[src/rtl/conv_pkg.sv]
// Shared types and constants for the converter scheduler.
// Holds the FSM state enum, converter type codes and the canonical quiet NaN.
package conv_pkg;

    typedef enum logic [2:0] {
        StIdle,
        StSetup,
        StIssue,
        StWait,
        StResp
    } state_t;

    localparam logic [1:0] CONV_LEN  = 2'd0;
    localparam logic [1:0] CONV_MASS = 2'd1;
    localparam logic [1:0] CONV_VOL  = 2'd2;
    localparam logic [1:0] CONV_TEMP = 2'd3;

    localparam logic [31:0] FP_QNAN = 32'h7FC0_0000;

endpackage

[src/rtl/rr_arbiter.sv]
// Combinational round-robin arbiter: grants the first request at or after ptr,
// searching upward with wrap-around.
module rr_arbiter #(
    parameter int unsigned  NREQ = 4,
    localparam int unsigned IDW  = $clog2(NREQ)
) (
    input  logic [NREQ-1:0] req,
    input  logic [IDW-1:0]  ptr,
    input  logic            en,
    output logic [NREQ-1:0] grant,
    output logic [IDW-1:0]  grant_id
);

    logic [IDW-1:0] idx;

    always_comb begin
        grant    = '0;
        grant_id = '0;
        idx      = '0;
        if (en) begin
            // Scan from the farthest slot back towards ptr so the nearest request wins.
            for (int k = int'(NREQ) - 1; k >= 0; k--) begin
                idx = IDW'((32'(ptr) + 32'(k)) % NREQ);
                if (req[idx]) begin
                    grant      = '0;
                    grant[idx] = 1'b1;
                    grant_id   = idx;
                end
            end
        end
    end

endmodule

[src/rtl/conv_scheduler.sv]
// Shares one converter between NREQ requesters: round-robin accept, setup, issue,
// wait with timeout, then a tagged valid/ready response.
module conv_scheduler
    import conv_pkg::*;
#(
    parameter int unsigned NREQ    = 4,
    parameter int unsigned IDW     = 2,
    parameter int unsigned TIMEOUT = 64
) (
    input  logic                clk,
    input  logic                rst_n,
    input  logic [NREQ-1:0]     req_valid,
    output logic [NREQ-1:0]     req_ready,
    input  logic [NREQ*32-1:0]  req_number,
    input  logic [NREQ*2-1:0]   req_type,
    input  logic [NREQ*3-1:0]   req_select,
    input  logic [NREQ-1:0]     req_reverse,
    output logic [31:0]         cv_number_in,
    output logic                cv_valid_in,
    output logic [1:0]          cv_type,
    output logic [2:0]          cv_select,
    output logic                cv_reverse,
    input  logic [31:0]         cv_number_out,
    input  logic                cv_valid_out,
    output logic                rsp_valid,
    input  logic                rsp_ready,
    output logic [31:0]         rsp_number,
    output logic [IDW-1:0]      rsp_id,
    output logic                rsp_err
);

    localparam int unsigned CW = $clog2(TIMEOUT);

    state_t          state;
    logic [IDW-1:0]  rr_ptr;
    logic [IDW-1:0]  job_id;
    logic [IDW-1:0]  grant_id;
    logic [NREQ-1:0] grant;
    logic [CW-1:0]   cnt;

    logic [31:0] num_arr [NREQ];
    logic [1:0]  type_arr [NREQ];
    logic [2:0]  sel_arr [NREQ];

    for (genvar i = 0; i < NREQ; i++) begin : g_unpack
        assign num_arr[i]  = req_number[32*i +: 32];
        assign type_arr[i] = req_type[2*i +: 2];
        assign sel_arr[i]  = req_select[3*i +: 3];
    end

    rr_arbiter #(
        .NREQ(NREQ)
    ) u_arb (
        .req     (req_valid),
        .ptr     (rr_ptr),
        .en      ((state == StIdle) && (req_ready == '0)),
        .grant   (grant),
        .grant_id(grant_id)
    );

    // The cv_* control registers double as the job register, so they stay put for the whole job.
    always_ff @(posedge clk or negedge rst_n) begin
        if (!rst_n) begin
            state        <= StIdle;
            rr_ptr       <= '0;
            job_id       <= '0;
            cnt          <= '0;
            req_ready    <= '0;
            cv_number_in <= '0;
            cv_type      <= '0;
            cv_select    <= '0;
            cv_reverse   <= 1'b0;
            cv_valid_in  <= 1'b0;
            rsp_valid    <= 1'b0;
            rsp_number   <= '0;
            rsp_id       <= '0;
            rsp_err      <= 1'b0;
        end else begin
            req_ready   <= '0;
            cv_valid_in <= 1'b0;
            unique case (state)
                StIdle: begin
                    // Ready is registered: the handshake completes in the cycle it is high.
                    if (req_ready != '0) begin
                        cv_number_in <= num_arr[job_id];
                        cv_type      <= type_arr[job_id];
                        cv_select    <= sel_arr[job_id];
                        cv_reverse   <= req_reverse[job_id];
                        state        <= StSetup;
                    end else if (grant != '0) begin
                        req_ready <= grant;
                        job_id    <= grant_id;
                        rr_ptr    <= (grant_id == IDW'(NREQ - 1)) ? '0 : grant_id + 1'b1;
                    end
                end
                StSetup: begin
                    cv_valid_in <= 1'b1;
                    state       <= StIssue;
                end
                StIssue: begin
                    cnt   <= '0;
                    state <= StWait;
                end
                StWait: begin
                    if (cv_valid_out) begin
                        rsp_number <= cv_number_out;
                        rsp_err    <= 1'b0;
                        rsp_id     <= job_id;
                        rsp_valid  <= 1'b1;
                        state      <= StResp;
                    end else if (cnt == CW'(TIMEOUT - 1)) begin
                        rsp_number <= FP_QNAN;
                        rsp_err    <= 1'b1;
                        rsp_id     <= job_id;
                        rsp_valid  <= 1'b1;
                        state      <= StResp;
                    end else begin
                        cnt <= cnt + 1'b1;
                    end
                end
                StResp: begin
                    if (rsp_ready) begin
                        rsp_valid <= 1'b0;
                        state     <= StIdle;
                    end
                end
                default: state <= StIdle;
            endcase
        end
    end

endmodule
[config.mk]
export PLATFORM = sky130hd
export DESIGN_NAME = conv_scheduler
export DESIGN_NICKNAME = d
export VERILOG_FILES = /design/src/rtl/conv_pkg.sv /design/src/rtl/rr_arbiter.sv /design/src/rtl/conv_scheduler.sv
export SDC_FILE = /design/constraint.sdc
export NUM_CORES = 1
export LEC_CHECK = 0
export CAP_MARGIN = 5
export CORE_MARGIN = 3
export CORE_UTILIZATION = 43
export CTS_CLUSTER_DIAMETER = 150
export DETAILED_ROUTE_END_ITERATION = 8
export PLACE_DENSITY_LB_ADDON = 0.15
export RECOVER_POWER = 100
export SKIP_CTS_REPAIR_TIMING = 1
export SYNTH_ARGS = -nofsm -noshare
export SYNTH_HDL_FRONTEND = slang
export SYNTH_SLANG_ARGS = --single-unit
[constraint.sdc]
create_clock -name clk -period 7.35 [get_ports clk]
set_input_delay 1.47 -clock clk [delete_from_list [all_inputs] [get_ports clk]]
set_output_delay 1.47 -clock clk [all_outputs]
set_load 0.02 [all_outputs]
Word-level counts from Yosys, hierarchy flattened
Index checks and enable logic that the tools add are counted.
- register bits after elaboration: 92
- bits of input ports: 192
- output and inout port bits: 79
- logic and storage cells: 119
- add/sub/neg operators: 5
- order comparisons: 10
- equality and inequality tests: 11
- muxes and demuxes: 59
- bitwise gates (word level): 2
- reductions and logical operators: 18
- operators by type and width (kind ; number):
    32-bit 2-to-1 mux ; 4
    32-bit binary-select mux with 2-bit select ; 1
    4-bit 2-to-1 mux ; 8
    2-bit 2-to-1 mux ; 10
    3-bit 2-to-1 mux ; 6
    2-bit by 3-bit < comparator with 1-bit output (second input constant) ; 5
    3-bit one-hot mux with 5 select lines ; 1
    1-bit 2-to-1 mux ; 14
    6-bit 2-to-1 mux ; 2
    6-bit one-hot mux with 2 select lines ; 1
    3-bit AND reduction ; 4
    1-bit binary-select mux with 2-bit select ; 5
    1-bit demux with 2-bit select ; 4
    2-bit by 1-bit greater-or-equal comparator with 1-bit output (second input constant) ; 4
    4-bit nonzero test ; 2
    6-bit by 1-bit adder with 6-bit output (second input constant) ; 1
    3-bit binary-select mux with 2-bit select ; 1
    3-bit by 2-bit == test with 1-bit output (second input constant) ; 2
    6-bit == test (second input constant) ; 1
    2-bit inequality test (second input constant) ; 3
    2-bit nonzero test ; 3
    1-bit logical AND ; 5
    2-bit by 1-bit adder with 2-bit output (second input constant) ; 2
    2-bit adder (second input constant) ; 2
    13 further kinds ; 14

Logic depth before layout (Yosys ltp)
- word-level depth: 14
- depth in mapped cells: 10
- depth with buffers taken out: 8

Cells and area by module
A second synthesis with hierarchy kept.
- cells, all modules: 349
- area, all modules: 5073.6 um^2
- modules (own cells, without submodules) (module ; times used ; cells an instance ; area each (um^2) ; sequential area each (um^2)):
    conv_scheduler ; 1 ; 293 ; 4585.6 ; 2302.2
    rr_arbiter ; 1 ; 56 ; 488.0 ; 0.0

Least setup slack after synthesis
Ideal clock, no wire load.
- kind: input -> register
- start point: input port req_valid[1]
- end point: register rr_ptr[0]
- library setup time: 125 ps
- arrival time: 3244 ps
- required time: 7225 ps
- path slack: 3981 ps
- stages: 7
- path buffers: 1
- cell sequence: buf_6 > mux4_2 > a21oi_2 > o21ai_1 > o221a_2 > nor4_4 > mux2_4
- longest elaborated chain between the ends: 9
- RTL lines (element ; line ; RTL):
    start: declaration ; conv_scheduler.sv:12 ; input logic [NREQ-1:0] req_valid,
    1-bit binary-select mux with 2-bit select ; rr_arbiter.sv:24 ; if (req[idx]) begin
    1-bit 2-to-1 mux (not written as such) ; rr_arbiter.sv:24 ;
    2-bit 2-to-1 mux / 4-bit 2-to-1 mux (equally long branches) (4 in a row) ; rr_arbiter.sv:24 ;
    2-bit 2-to-1 mux / 4-bit 2-to-1 mux (equally long branches) ; rr_arbiter.sv:20 ; if (en) begin
    2-bit by 1-bit adder with 2-bit output (tied with other cells) ; conv_scheduler.sv:93 ; rr_ptr <= (grant_id == IDW'(NREQ - 1)) ? '0 : grant_id + 1'b1;
    2-bit 2-to-1 mux / 3-bit AND reduction (equally long branches) ; -- ;
    end signal: assignment ; conv_scheduler.sv:93 ;
    end: declaration ; conv_scheduler.sv:35 ; logic [IDW-1:0] rr_ptr;
Several ways; a longest one is shown, not always the timed one. The select of a mux whose other input is x is not followed.
A chain may end at the register's enable or synchronous reset.

Worst setup path after layout
- start point: input port req_valid[3]
- end point: register rr_ptr[0]
The elaborated chain is that of the path after synthesis.

==> impl_metrics.csv <==
group,metric,value,unit
place,place_hpwl,13700,µm
setup_path,crit_path_start_kind,"primary input",
drt,num_vias,4456,
sta,fmax,0.234,GHz
setup_path,critPathRequiredTime,7580,ps
global_route,grt_overflow,0,
pwr,sw_frac_of_total,0.391,
clock_tree,htreeDepth,3,
floorplan,die-area,13300,µm²
synthesis,ys_top_cells_by_area,"dfrtp_1 (45%), mux4_2 (18%), mux2_2 (6.4%), a22o_1 (3.9%), mux2_1 (2.4%)",
setup_path,reg2regPathDepth,8,
setup_path,crit_family,"multiplexers",
floorplan,core_area,11500,µm²
run_status,status,"complete, but fails checks",
layout,final_nets,844,
clock_tree,cts_root_buf,"clkbuf_16",
sta,relSlewSlack,-0.280,
setup_path,crit_type,"primary input to flip-flop",
synthesis,netlist_instances,391,
global_route,track_usage,0.260,
sta,fin_worst_skew,12.6,ps
synthesis,syn_nets,592,
floorplan,rows,39,
sta,holdWs,485,ps
place,dp.cells,774,
sta,setup_viol,0,
synthesis,yosysWarnings,0,
pwr,p_int,1.90,mW
layout,instances_no_fill,791,
sta,hold_viol_final,0,
layout,n_fill_cell,842,
layout,layout_commonest_cell,"clkdlybuf4s50_1",
setup_path,cp-end-kind,"flip-flop",
global_route,grt_start_max_net_pins,63,
sta,worst_pin_slew,1920,ps
synthesis,synth_edf_count,0,
synthesis,synth-seq-cells,92,
worst_hold_path,hold_path_end,"cv_number_in[19]",
clock_tree,cts_max_path_buffers,2,
clock_tree,cts.sinks,92,
drt,wire_per_inst,22.3,µm
floorplan,ioPinCount,271,
worst_hold_path,whs_path_depth,1,
sta,period_share,0.582,
global_route,grt_pass1_wl,25900,µm
setup_path,rrSetupSlack,3290,ps
pwr,p_seq_frac,0.294,
place,globalplace.congestion,0.848,
layout,mostFrequentLayoutCells,"clkdlybuf4s50_1 (188), dfrtp_1 (90), dlygate4sd3_1 (81)",
synthesis,yosysSeqAreaShare,0.449,
setup_path,slowest_stage,"nor4_1",
layout,diodes,0,
setup_path,critical-path-max-stage-delay,820,ps
clock_tree,clk_latency,350,ps
sta,fin_tns_setup,0,ps
synthesis,ys.flop_type,"dfrtp_1",
synthesis,synth.top_cell.area_share,0.449,
worst_hold_path,hp-class,"flip-flop to flip-flop",
floorplan,die_h,115,µm
clock_tree,numCtsBuffers,9,
sta,fin_crit,4280,ps
place,port_buffers,270,
clock_tree,clk_pin_slew,70,ps
pwr,clockPowerShare,0.164,
pwr,power_density,382,nW/µm²
synthesis,syn_area,5130,µm²
synthesis,async_flop_share,1.00,
run_status,violations,"capacitance limit, slew limit",
sta,rsz0062_at_grt,"false",
drt,wl,17600,µm
worst_hold_path,hold_start,"cv_number_in[19]",
pwr,ir_worst_vdd,0.202,mV
drt,drt-initial-drc-count,267,
sta,slew_viol_final,71,
pwr,p_total,3.13,mW
drt,firstDrtPassIters,4,
floorplan,initial_core_util,0.445,
run,drv_cap,2,
setup_path,r2r-end,"rr_ptr[0]",
layout,areaGrowthSynthToFinish,59.7,%
setup_path,crit_chain,"dlygate4sd3_1, mux4_2, a31o_1, a221oi_1, o31ai_1, nor4_1, mux2_4",
drt,via_per_inst,5.63,
floorplan,die_w,115,µm
layout,drive_gt1_frac,0.154,
global_route,grt_pass1_vias,4714,
setup_path,crit_buf_inv,1,
clock_tree,cts_tree,"yes",
drt,antenna_left,0,
layout,post-route-util,0.711,
drt,route.detailed.drc,0,
synthesis,synth.distinct_cells,58,
pwr,leakagePower,3.35,nW
pwr,combPwrFrac,0.542,
setup_path,arrival,4510,ps
setup_path,worstPathMaxFanout,14,
synthesis,yosys.area.top_type,"dfrtp_1",
global_route,antenna_found_initial,0,
synthesis,syn_avg_cell_area,13.1,µm²
setup_path,rr_startpoint,"rr_ptr[0]",
pwr,power.switching,1.22,mW
[flip-flops by register name, summed over array words and instances, names as in the netlist]
register and count:
cv_type 2, cv_reverse 1, rsp_err 1, rsp_id 2, rsp_number 32, cv_select 3
cv_number_in 32, cnt 6, job_id 2, rr_ptr 2, cv_valid_in 1, req_ready 4
rsp_valid 1, state 3
[per-layer routing]
metal	GRT usage	wire length (µm)	vias up
met2	0.446	9260	177
met1	0.304	6510	2220
met5	0	0	-
li1	-	-	2013
met4	0.123	673	0
met3	0.0653	1200	46
[power groups by stage]
stage / clock, mW / combinational [mW] / sequential, mW
finish: 0.512 / 1.69 / 0.920
global route: 0.546 / 1.81 / 0.953
CTS: 0.520 / 1.80 / 0.931
detailed placement: 0 / 1.79 / 0.936
global placement: 0 / 1.75 / 0.923
floorplan: 0 / 0.883 / 1.12
[final cells by class]
class | instances | area, µm² | share of cell area
Multi-Input combinational cell | 247 | 2580 | 0.315
Clock inverter | 6 | 92.6 | 0.0113
Timing Repair Buffer | 273 | 2720 | 0.332
Tap cell | 143 | 179 | 0.0219
Sequential cell | 92 | 2300 | 0.282
Inverter | 20 | 75.1 | 0.00917
Clock buffer | 10 | 239 | 0.0292
[kinds of logic (layout without fill, tap and decap cells)]
logic type | after synthesis | after routing | synth area share
AO/OA/AOI/OAI | 82 | 82 | 0.123
XOR/XNOR | 5 | 5 | 0.00854
adder cells (fa/ha/maj) | 9 | 9 | 0.0220
buffers and inverters | 52 | 309 | 0.0422
flip-flops | 92 | 92 | 0.449
multiplexers | 91 | 91 | 0.289
AND/OR/NAND/NOR | 60 | 60 | 0.0671
[cells in the mapped netlist (3+ instances only)]
cell type,n
dfrtp_1,92
mux4_2,41
mux2_2,29
a22o_1,23
clkbuf_1,21
inv_1,19
nor2_1,18
a21oi_1,14
a31oi_1,12
nand2_1,12
mux2_1,11
ha_1,9
mux2i_1,9
buf_2,5
o21ai_0,5
xor2_1,5
nand3_1,4
buf_1,3
nand4_1,3
nor2b_1,3
o21ai_1,3
o22ai_1,3
[worst max-delay path by stage]
stage                      start         to  slack [ps]  depth (start not counted)
floorplan           req_valid[1]  rr_ptr[0]        3980                          7
global placement    req_valid[3]  rr_ptr[0]        3320                          7
detailed placement  req_valid[3]  rr_ptr[0]        3210                          7
CTS                 req_valid[3]  rr_ptr[0]        3580                          7
global route        req_valid[3]  rr_ptr[0]        2880                          7
finish              req_valid[3]  rr_ptr[0]        3070                          7
[metrics by stage]
stage,worst slack [ps],area (µm²)
5_1_grt,2880,8190
2_1_floorplan,3980,5130
3_3_place_gp,3320,7890
3_5_place_dp,3210,7890
4_1_cts,3580,8220
6_report,3070,8190
No activity file was read; power rests on OpenSTA's default activity.
==> patch 1 (config.mk and constraints unchanged) <==
Re-encode `state_t` (5 states) as one-hot, 5 bits wide.
--- a/src/rtl/conv_pkg.sv
+++ b/src/rtl/conv_pkg.sv
@@ -4,8 +4,8 @@
 
-    typedef enum logic [2:0] {
-        StIdle,
-        StSetup,
-        StIssue,
-        StWait,
-        StResp
+    typedef enum logic [4:0] {
+        StIdle  = 5'b00001,
+        StSetup = 5'b00010,
+        StIssue = 5'b00100,
+        StWait  = 5'b01000,
+        StResp  = 5'b10000
     } state_t;
Behaviour: same outputs for any inputs over 4 cycles, from zero or initial values and one cycle with rst_n low; so few cycles prove little.
==> patch 1 against the unedited design <==
Design area shrank 0.57%; the flow still finishes with violations (capacitance limit, slew limit); total power shrank 4.2%; critical path type unchanged; largest cell class unchanged; area after synthesis shrank 0.98%; sequential cell count grew 2; largest power group unchanged; setup slack lost 0.18 ns; via count shrank 3.8%; routed wire length shrank 7.5%.
==> patch 1: results (changes against the unedited design) <==
initial detailed-routing violation count: 149 (-44%)
Slew @ Worst Pin: 2.67 ns (+0.750 ns)
violated checks: capacitance limit, slew limit
R2R setup slack: 3.00 ns (-0.29 ns)
largest cells by area after synthesis: dfrtp_1, mux4_2, mux2_2
DP HPWL: 13000 µm (-5.7%)
first-pass GRT wire length: 25200 µm (-2.5%)
Via density: 5.42 (-3.8%)
Max-cap violations: 4 (+2)
crit path from: cv_valid_out
Final Max Tran Viols: 144 (+100%)
status: finished, violations left
vias: 4287 (-3.8%)
Inverters excl. clock: 11 (-45%)
Non-clock buffer share: 33.4% (+0.19 points)
Fillers: 812 (-3.6%)
min-delay src: rsp_id[1]$_DFFE_PN0P_
VDD IR max: 0.000197 V (-2.6%)
Avg WL per Cell: 20.6 µm (-7.5%)
GPL Wtd Cong: 0.798 (-5.8%)
Placement Cell Area: 7880 µm² (about the same)
syn_area_per_cell: 13.2 µm² (+0.57%)
worst hold slack: 0.469 ns (-0.0159 ns)
worst path arrival time: 4.68 ns (+0.17 ns)
Non-clock buffers: 274 (+0.37%)
multi-input combinational area share: 31.2% (-0.28 points)
Critical Path Sink: rsp_number[15]$_DFFE_PN0P_
XOR/XNOR Fraction of Synth Area: 0.863% (+0.0084 points)
Hold Path Stages: 2 (+1)
library cells used by synthesis: 46 (-21%)
register area share after synthesis: 46.4% (+1.5 points)
Synth Area in Compound Gates: 9.12% (-3.1 points)
-- patch 1: changes by cell type in the layout (fill, tap and decap cells not counted), moves of 5 or more --
cell | before | now
inv_1 | 19 | 11
a21oi_1 | 14 | 6
mux2_1 | 11 | 3
nand2_1 | 12 | 17
mux2_2 | 29 | 40
nor2_1 | 18 | 31
nor3_1 | 2 | 7
-- patch 1: per-layer routing --
layer  track usage (%)  vias up  share of wire, %
met1              32.9     2132                41
met5                 0        -                 0
met4              6.41        0               1.8
li1                  -     1980                 -
met3              4.70       20               6.1
met2              43.0      155                51
-- patch 1: critical path: stages --
cell and delay, ns:
dlygate4sd3_1 0.79, and2_0 1.20, nor2_1 0.80, a22o_1 0.40
-- patch 1: where the power goes --
group,total [W],internal [W],switching (W),leakage [nW]
registers,0.000920,0.000737,0.000183,1.16
clock network,0.000465,0.000241,0.000224,0.145
logic,0.00161,0.000851,0.000758,2.06
total,0.00299,0.00183,0.00116,3.36
==> patch 2 (same settings) <==
Made on the original files. Make the reset (`rst_n`) synchronous in one clocked block.
--- a/src/rtl/conv_scheduler.sv
+++ b/src/rtl/conv_scheduler.sv
@@ -61,3 +61,3 @@
     // The cv_* control registers double as the job register, so they stay put for the whole job.
-    always_ff @(posedge clk or negedge rst_n) begin
+    always_ff @(posedge clk) begin
         if (!rst_n) begin
Function: differs if rst_n is asserted again (counterexample within 4 cycles, from zero or initial values and one cycle with rst_n low); with rst_n held inactive, the same outputs for 4 cycles.
==> patch 2 against the unedited design <==
The flow still finishes with violations (capacitance limit, slew limit); routed wire length decreased by 8.2%; area after synthesis decreased by 4.7%; global-route usage decreased by 1.0 points; count of clock-buffer cells in the layout unchanged; sequential cell count unchanged; total power decreased by 22%; design area decreased by 3.8%; core utilization increased by 0.62 points; setup slack got worse by 0.22 ns; sequential power decreased by 20%; critical path type unchanged; critical endpoint is now cnt[5]$_SDFFE_PN0P_; highest routed layer unchanged.
==> patch 2: results (changes against the unedited design) <==
Inverters excl. clock: 2 (-90%)
register area share after synthesis: 37.7% (-7.2 points)
Final Max Tran Viols: 91 (+28%)
GPL Wtd Cong: 0.857 (+1.0%)
Avg WL per Cell: 18.5 µm (-17%)
Clock Latency Late Sink: 0.33 ns (-0.02 ns)
Fillers: 852 (+1.2%)
crit path from: rst_n
violated checks: capacitance limit, slew limit
Tot Pwr: 0.00245 W (-22%)
min-delay src: cv_number_in[15]$_SDFFE_PN0P_
Worst Path Max Fanout: 90 (+76)
VDD IR max: 0.000202 V (-0.12%)
Seq group: 0.000739 W (-20%)
register area: 1840 µm² (-20%)
largest net degree at the start of global routing: 91 (+44%)
Layout Skew: 0.00679 ns (-0.00580 ns)
PwrDens: 311 nW/µm² (-19%)
largest cells by area after synthesis: dfxtp_1, mux4_2, nand2_1
list of most frequent post-synthesis cells: nand2_1, dfxtp_1, a21boi_0
final wirelength: 16200 µm (-8.2%)
Max-cap violations: 1 (-1)
status: finished, violations left
family with the most delay on the worst path: buffers and inverters
Main synth FF type: dfxtp_1
Static Leak: 2.97 nW (-11%)
Non-clock buffers: 274 (+0.37%)
-- patch 2: cell types whose count changed in the layout (fill, tap and decap cells not counted), sizes merged, moves of 8 or more --
cell / unedited run / this run
dfrtp: 92 / 0
dfxtp: 0 / 92
nand2: 12 / 95
a21boi: 0 / 42
clkdlybuf4s50: 188 / 151
dlygate4sd3: 81 / 118
mux2: 41 / 4
a22oi: 0 / 28
nor2b: 3 / 31
a22o: 23 / 0
inv: 22 / 4
a31oi: 13 / 1
a21oi: 15 / 6
o221a: 1 / 9
-- patch 2: worst register-to-register path, stage by stage, from the launching register on --
cell	delay, ns
dfxtp_1	0.68
inv_1	0.33
ha_1	0.59
mux2_2	0.42
mux2i_4	0.18
o2111a_2	0.27
a32oi_1	0.06
o22a_1	0.27
nand4_4	0.16
mux2i_1	0.20
-- patch 2: cell families after synthesis --
group	count (synthesis)	share of synthesized area, %
simple gates	174	16.7
compound gates	109	17.4
flops	92	37.7
mux	52	21.0
buf+inv	42	4.02
fa+ha+maj	9	2.31
xor+xnor	5	0.896
